**src/rtl/pwm_deadtime_pkg.sv**
```systemverilog
// Shared definitions for the dead-time PWM block: default widths and the
// dead-time FSM state encoding.
package pwm_pkg;

  localparam int BW_DEF  = 4;
  localparam int DTW_DEF = 3;

  localparam logic [2:0] IDLE  = 3'd0;
  localparam logic [2:0] LOW   = 3'd1;
  localparam logic [2:0] DT_LH = 3'd2;
  localparam logic [2:0] HIGH  = 3'd3;
  localparam logic [2:0] DT_HL = 3'd4;

  typedef enum logic [2:0] {
    ST_IDLE  = IDLE,
    ST_LOW   = LOW,
    ST_DT_LH = DT_LH,
    ST_HIGH  = HIGH,
    ST_DT_HL = DT_HL
  } state_t;

endpackage

```
**src/rtl/pwm_deadtime_gen.sv**
```systemverilog
// Complementary high/low drive with programmable dead time between edges.
//
// state    | meaning
// ---------+-----------------------------------------------------------
// IDLE     | disabled, both outputs off
// LOW      | low side on (H/L = 0/1)
// DT_LH    | gap before high side turns on; aborts to LOW if raw drops
// HIGH     | high side on (H/L = 1/0)
// DT_HL    | gap before low side turns on; aborts to HIGH if raw rises
module deadtime_gen
  import pwm_pkg::*;
#(
  parameter int DTW = DTW_DEF
) (
  input  logic           i_clk,
  input  logic           i_rst_n,
  input  logic           i_raw,
  input  logic           i_en,
  input  logic [DTW-1:0] i_dead_time,
  output logic           o_h,
  output logic           o_l
);

  state_t         r_state;
  logic [DTW-1:0] r_dt_cnt;
  logic           r_h;
  logic           r_l;

  // State, dead-time down-counter and registered drive outputs.
  always_ff @(posedge i_clk or negedge i_rst_n) begin
    if (!i_rst_n) begin
      r_state  <= ST_IDLE;
      r_dt_cnt <= '0;
      r_h      <= 1'b0;
      r_l      <= 1'b0;
    end else if (!i_en) begin
      r_state <= ST_IDLE;
      r_h     <= 1'b0;
      r_l     <= 1'b0;
    end else begin
      case (r_state)
        ST_IDLE: begin
          r_state <= ST_LOW;
          r_h     <= 1'b0;
          r_l     <= 1'b1;
        end
        ST_LOW: begin
          if (i_raw) begin
            r_l <= 1'b0;
            if (i_dead_time == '0) begin
              r_state <= ST_HIGH;
              r_h     <= 1'b1;
            end else begin
              r_state  <= ST_DT_LH;
              r_dt_cnt <= i_dead_time;
              r_h      <= 1'b0;
            end
          end
        end
        ST_DT_LH: begin
          if (!i_raw) begin
            r_state <= ST_LOW;
            r_h     <= 1'b0;
            r_l     <= 1'b1;
          end else if (r_dt_cnt == DTW'(1)) begin
            r_state <= ST_HIGH;
            r_h     <= 1'b1;
            r_l     <= 1'b0;
          end else begin
            r_dt_cnt <= r_dt_cnt - DTW'(1);
          end
        end
        ST_HIGH: begin
          if (!i_raw) begin
            r_h <= 1'b0;
            if (i_dead_time == '0) begin
              r_state <= ST_LOW;
              r_l     <= 1'b1;
            end else begin
              r_state  <= ST_DT_HL;
              r_dt_cnt <= i_dead_time;
              r_l      <= 1'b0;
            end
          end
        end
        ST_DT_HL: begin
          if (i_raw) begin
            r_state <= ST_HIGH;
            r_h     <= 1'b1;
            r_l     <= 1'b0;
          end else if (r_dt_cnt == DTW'(1)) begin
            r_state <= ST_LOW;
            r_h     <= 1'b0;
            r_l     <= 1'b1;
          end else begin
            r_dt_cnt <= r_dt_cnt - DTW'(1);
          end
        end
        default: begin
          r_state <= ST_IDLE;
          r_h     <= 1'b0;
          r_l     <= 1'b0;
        end
      endcase
    end
  end

  assign o_h = r_h;
  assign o_l = r_l;

endmodule

```
**src/rtl/pwm_deadtime.sv**
```systemverilog
// PWM comparator with a double-buffered duty value that only changes at a
// counter period boundary, driving a complementary pair through deadtime_gen.
module pwm_deadtime
  import pwm_pkg::*;
#(
  parameter int BW  = BW_DEF,
  parameter int DTW = DTW_DEF
) (
  input  logic           clk_i,
  input  logic           nrst_i,
  input  logic [BW-1:0]  count_i,
  input  logic           en_i,
  input  logic [BW-1:0]  duty_i,
  input  logic           dutyValid_i,
  output logic           dutyReady_o,
  input  logic [DTW-1:0] deadTime_i,
  output logic           pwmH_o,
  output logic           pwmL_o,
  output logic           periodStart_o
);

  logic [BW-1:0] r_count_prev;
  logic          r_period_start;
  logic [BW-1:0] r_pending;
  logic          r_pending_full;
  logic [BW-1:0] r_active;

  logic          w_start;
  logic          w_accept;
  logic [BW-1:0] w_eff;
  logic          w_raw;

  // A boundary is the first cycle the count sits at zero, so a held zero
  // after a counter reset does not retrigger.
  assign w_start  = (count_i == '0) && (r_count_prev != '0);
  assign w_accept = dutyValid_i && !r_pending_full;
  // The promoted duty already governs the first cycle of the new period.
  assign w_eff    = (w_start && r_pending_full) ? r_pending : r_active;
  assign w_raw    = count_i < w_eff;

  assign dutyReady_o   = !r_pending_full;
  assign periodStart_o = r_period_start;

  // Previous count for boundary detection and the registered boundary pulse.
  always_ff @(posedge clk_i or negedge nrst_i) begin
    if (!nrst_i) begin
      r_count_prev   <= '0;
      r_period_start <= 1'b0;
    end else begin
      r_count_prev   <= count_i;
      r_period_start <= w_start;
    end
  end

  // Duty double buffer: accept into pending, promote to active at a boundary.
  always_ff @(posedge clk_i or negedge nrst_i) begin
    if (!nrst_i) begin
      r_pending      <= '0;
      r_pending_full <= 1'b0;
      r_active       <= '0;
    end else if (w_start && r_pending_full) begin
      r_active       <= r_pending;
      r_pending_full <= 1'b0;
    end else if (w_accept) begin
      r_pending      <= duty_i;
      r_pending_full <= 1'b1;
    end
  end

  deadtime_gen #(
    .DTW(DTW)
  ) u_deadtime_gen (
    .i_clk       (clk_i),
    .i_rst_n     (nrst_i),
    .i_raw       (w_raw),
    .i_en        (en_i),
    .i_dead_time (deadTime_i),
    .o_h         (pwmH_o),
    .o_l         (pwmL_o)
  );

endmodule
```
**config.mk**
```make
export PLATFORM = sky130hd
export DESIGN_NAME = pwm_deadtime
export DESIGN_NICKNAME = d
export VERILOG_FILES = /design/src/rtl/pwm_deadtime_pkg.sv /design/src/rtl/pwm_deadtime_gen.sv /design/src/rtl/pwm_deadtime.sv
export SDC_FILE = /design/constraint.sdc
export NUM_CORES = 1
export LEC_CHECK = 0
export CORE_MARGIN = 10
export CORE_UTILIZATION = 54
export CTS_CLUSTER_DIAMETER = 150
export DETAILED_ROUTE_END_ITERATION = 8
export PLACE_DENSITY_LB_ADDON = 0.12
export SYNTH_ARGS = -nofsm -noshare
export SYNTH_HDL_FRONTEND = slang
export SYNTH_SLANG_ARGS = --single-unit
```
**constraint.sdc**
```tcl
create_clock -name clk_i -period 3.7 [get_ports clk_i]
set_input_delay 0.925 -clock clk_i [delete_from_list [all_inputs] [get_ports clk_i]]
set_output_delay 0.925 -clock clk_i [all_outputs]
set_load 0.01 [all_outputs]
```
==> results of run 1 <==
-- sequential cells by signal, summed over array words and instances (netlist names) --
register	count
r_active	4
r_count_prev	4
r_pending	4
u_deadtime_gen.r_dt_cnt	3
u_deadtime_gen.r_state	3
periodStart_o	1
r_pending_full	1
u_deadtime_gen.o_h	1
u_deadtime_gen.o_l	1
-- report_power, final --
part | total (W) | internal, W | switching (W)
clock | 0.000106 | 0.0000381 | 0.0000682
combinational | 0.000549 | 0.000268 | 0.000281
sequential | 0.000372 | 0.000308 | 0.0000637
total | 0.00103 | 0.000614 | 0.000413
-- worst reg2reg max path: cells and delay by family (launching register included) --
kind | cells | cell delay, ps
and+or+nand+nor | 5 | 1070
AOI/OAI and AO/OA | 4 | 770
DFF | 1 | 370
buffers and inverters | 2 | 300
adders and majority gates | 1 | 300
muxes | 1 | 270
-- stage by stage --
stage                     TNS, ps  hold slack, ps  cells   util  total power (W)
final                           0             499    209  0.688          0.00103
after global routing        -13.2             551    209  0.688          0.00112
after CTS                       0             511    207  0.677         0.000985
after detailed placement     -590             482    204  0.668         0.000879
after global placement      -70.3             470    204  0.668         0.000859
after floorplan                 0             457    153      -         0.000739
-- path summary, 6_finish.rpt --
check,endpoint,start
hold / removal,r_active[3],r_active[3]
min in group asynchronous,r_count_prev[0],nrst_i
max in group asynchronous,r_pending[2],nrst_i
setup / recovery,u_deadtime_gen.o_l,count_i[3]
setup reg to reg,u_deadtime_gen.o_l,r_count_prev[1]
hold reg to reg,r_active[3],r_active[3]
-- area by class of cell --
cell class,instances,share of cell area
clock buffer,3,0.0132
inverter,11,0.0242
multi-input combinational,114,0.456
sequential,22,0.323
tap,30,0.0220
timing repair buffer,29,0.162
-- synthesized netlist by cell type (2+ instances only) --
cell and count:
buf_2 2, a32oi_1 2, mux2_2 5, o21ai_0 9, o21a_1 2, mux2i_1 4
nor3_1 5, a31oi_1 3, dfrtp_1 22, nand2b_1 4, and2_1 2, nor2b_1 6
nand3_1 6, nand2_1 11, a211oi_1 2, nor2_1 14, clkbuf_1 3, inv_1 11
a21o_1 3, o21ai_1 2, ha_1 5, a21oi_1 6
-- logic make-up after synthesis --
family | synth area share
flops | 0.393
simple gates | 0.213
buf+inv | 0.0527
xor+xnor | 0.00625
fa+ha+maj | 0.0446
mux | 0.0687
compound gates | 0.221
-- per-layer routing --
metal | GRT usage | vias up | share of wire
li1 | - | 607 | -
met1 | 0.144 | 591 | 0.46
met2 | 0.215 | 33 | 0.48
met3 | 0.0377 | 10 | 0.043
met4 | 0.0667 | 0 | 0.021
met5 | 0 | - | 0
==> flow_metrics.env, run 1 <==
export IMPL_worst_setup_path_start_kind="primary input"
export IMPL_num_rows=18
export IMPL_ys_seq_elements=22
export IMPL_required_ps=3870
export IMPL_clkTransAtPathRegs_ps=110
export IMPL_drt_wl_total_um=3160
export IMPL_relSlewSlack=0.355
export IMPL_dieArea_um2=5030
export IMPL_cts_resized=0
export IMPL_regArea_um2=551
export IMPL_ff2ff_path_depth=13
export IMPL_crit_path_max_incr_delay_ps=440
export IMPL_clock_sinks=22
export IMPL_path_max_fanout=12
export IMPL_syn_num_nets=173
export IMPL_synth_top_cell_area_share=0.393
export IMPL_drv_slew=0
export IMPL_hold_buffers=0
export IMPL_antenna_cells=0
export IMPL_via_per_inst=5.94
export IMPL_path_class="primary input to flop"
export IMPL_cts_setup_buffers=0
export IMPL_rrSetupSlack_ps=500
export IMPL_grt_util_all_layers=0.128
export IMPL_hpwlAfterDp_um=2420
export IMPL_async_flop_share=1.00
export IMPL_vias=1241
export IMPL_nNetsFinal=201
export IMPL_h_tree_depth=1
export IMPL_path_buf_inv=3
export IMPL_ant_nets=0
export IMPL_post_drt_wl_per_cell_um=15.1
export IMPL_setup_viol=0
export IMPL_whs_path_depth=2
export IMPL_coreArea_um2=2480
export IMPL_nFillCells=197
export IMPL_syn_area_um2=1400
export IMPL_ir_worst_vdd_mv=0.408
export IMPL_layout_commonest_cell="dfrtp_1"
export IMPL_drive_gt1_frac=0.145
export IMPL_pin_count=19
export IMPL_timing_final_ws_setup_ps=141
export IMPL_ys_seq_area_frac=0.393
export IMPL_tightest_slew_ps=964
export IMPL_cpMaxStageDelayCell="clkdlybuf4s50_1"
export IMPL_crit_arrival_ps=3730
export IMPL_antenna_found_initial=0
export IMPL_cts_tree="built"
export IMPL_grt_ovfl_total=0
export IMPL_dieWidth_um=70.9
export IMPL_cellLeakagePower_nw=0.746
export IMPL_cts_path_max_buffers=2
export IMPL_layout_min_cycle_time_ps=3560
export IMPL_dieHeight_um=70.9
export IMPL_synthFlopType="dfrtp_1"
export IMPL_gp_congestion=0.840
export IMPL_yosysWarnings=0
export IMPL_finalInstanceArea_um2=1700
export IMPL_ys_top_cells_by_area="dfrtp_1 39%, ha_1 4.5%, mux2_2 4.0%"
export IMPL_first_pass_iters=4
export IMPL_dpl_cell_area_um2=1650
export IMPL_numCtsBuffers=3
export IMPL_multiInputGateArea_um2=777
export IMPL_layout_common_cells="22 x dfrtp_1, 18 x clkdlybuf4s50_1, 14 x nor2_1"
export IMPL_status="completed"
export IMPL_hp_class="flop to flop"
export IMPL_syn_area_per_cell_um2=9.16
export IMPL_maxCapViolations=0
export IMPL_drtIter0Drc=41
export IMPL_io_buffer_count=18
export IMPL_grt_pass1_wl_um=5420
export IMPL_max_freq_mhz=281
export IMPL_cpLargestDelayFamily="simple AND/OR/NAND/NOR gates"
export IMPL_synthesis_instances=153
export IMPL_p_per_area_nw_per_um2=603
export IMPL_synth_edf_count=0
export IMPL_grt_max_degree=23
export IMPL_yosysUniqueCellTypes=46
export IMPL_clock_skew_ps=1.69
export IMPL_grt_pass1_vias=1251
export IMPL_synth_top_area_cell="dfrtp_1"
export IMPL_min_period_over_period=0.962
export IMPL_drc=0
export IMPL_hold_violations=0
export IMPL_syn_to_final_growth_pct=21.6
export IMPL_crit_top_cell="nand2_1"
export IMPL_critPathCaptureType="flop"
export IMPL_dpl_worst_slack_ps=-213
export IMPL_cp_depth=14
export IMPL_clk_latency_ps=300
export IMPL_crit_chain="clkdlybuf4s50_1, nor3_1, nand2_1, nor2_1, nand2_1, mux2i_1, ha_1, a221oi_2, o31ai_4, buf_12, buf_4, or2_2, a21oi_1, a211oi_2"
export IMPL_root_buffer="clkbuf_4"
export IMPL_start_util=0.566
Note: power is estimated with default switching activity, not from simulation.
==> run 2: changes to the inputs <==
--- a/config.mk
+++ b/config.mk
@@ -13,3 +13,4 @@
 export SYNTH_ARGS = -nofsm -noshare
 export SYNTH_HDL_FRONTEND = slang
 export SYNTH_SLANG_ARGS = --single-unit
+export TNS_END_PERCENT = 5
==> results of run 2 <==
No change in the layout: final DEF, timing and power equal those of run 1.
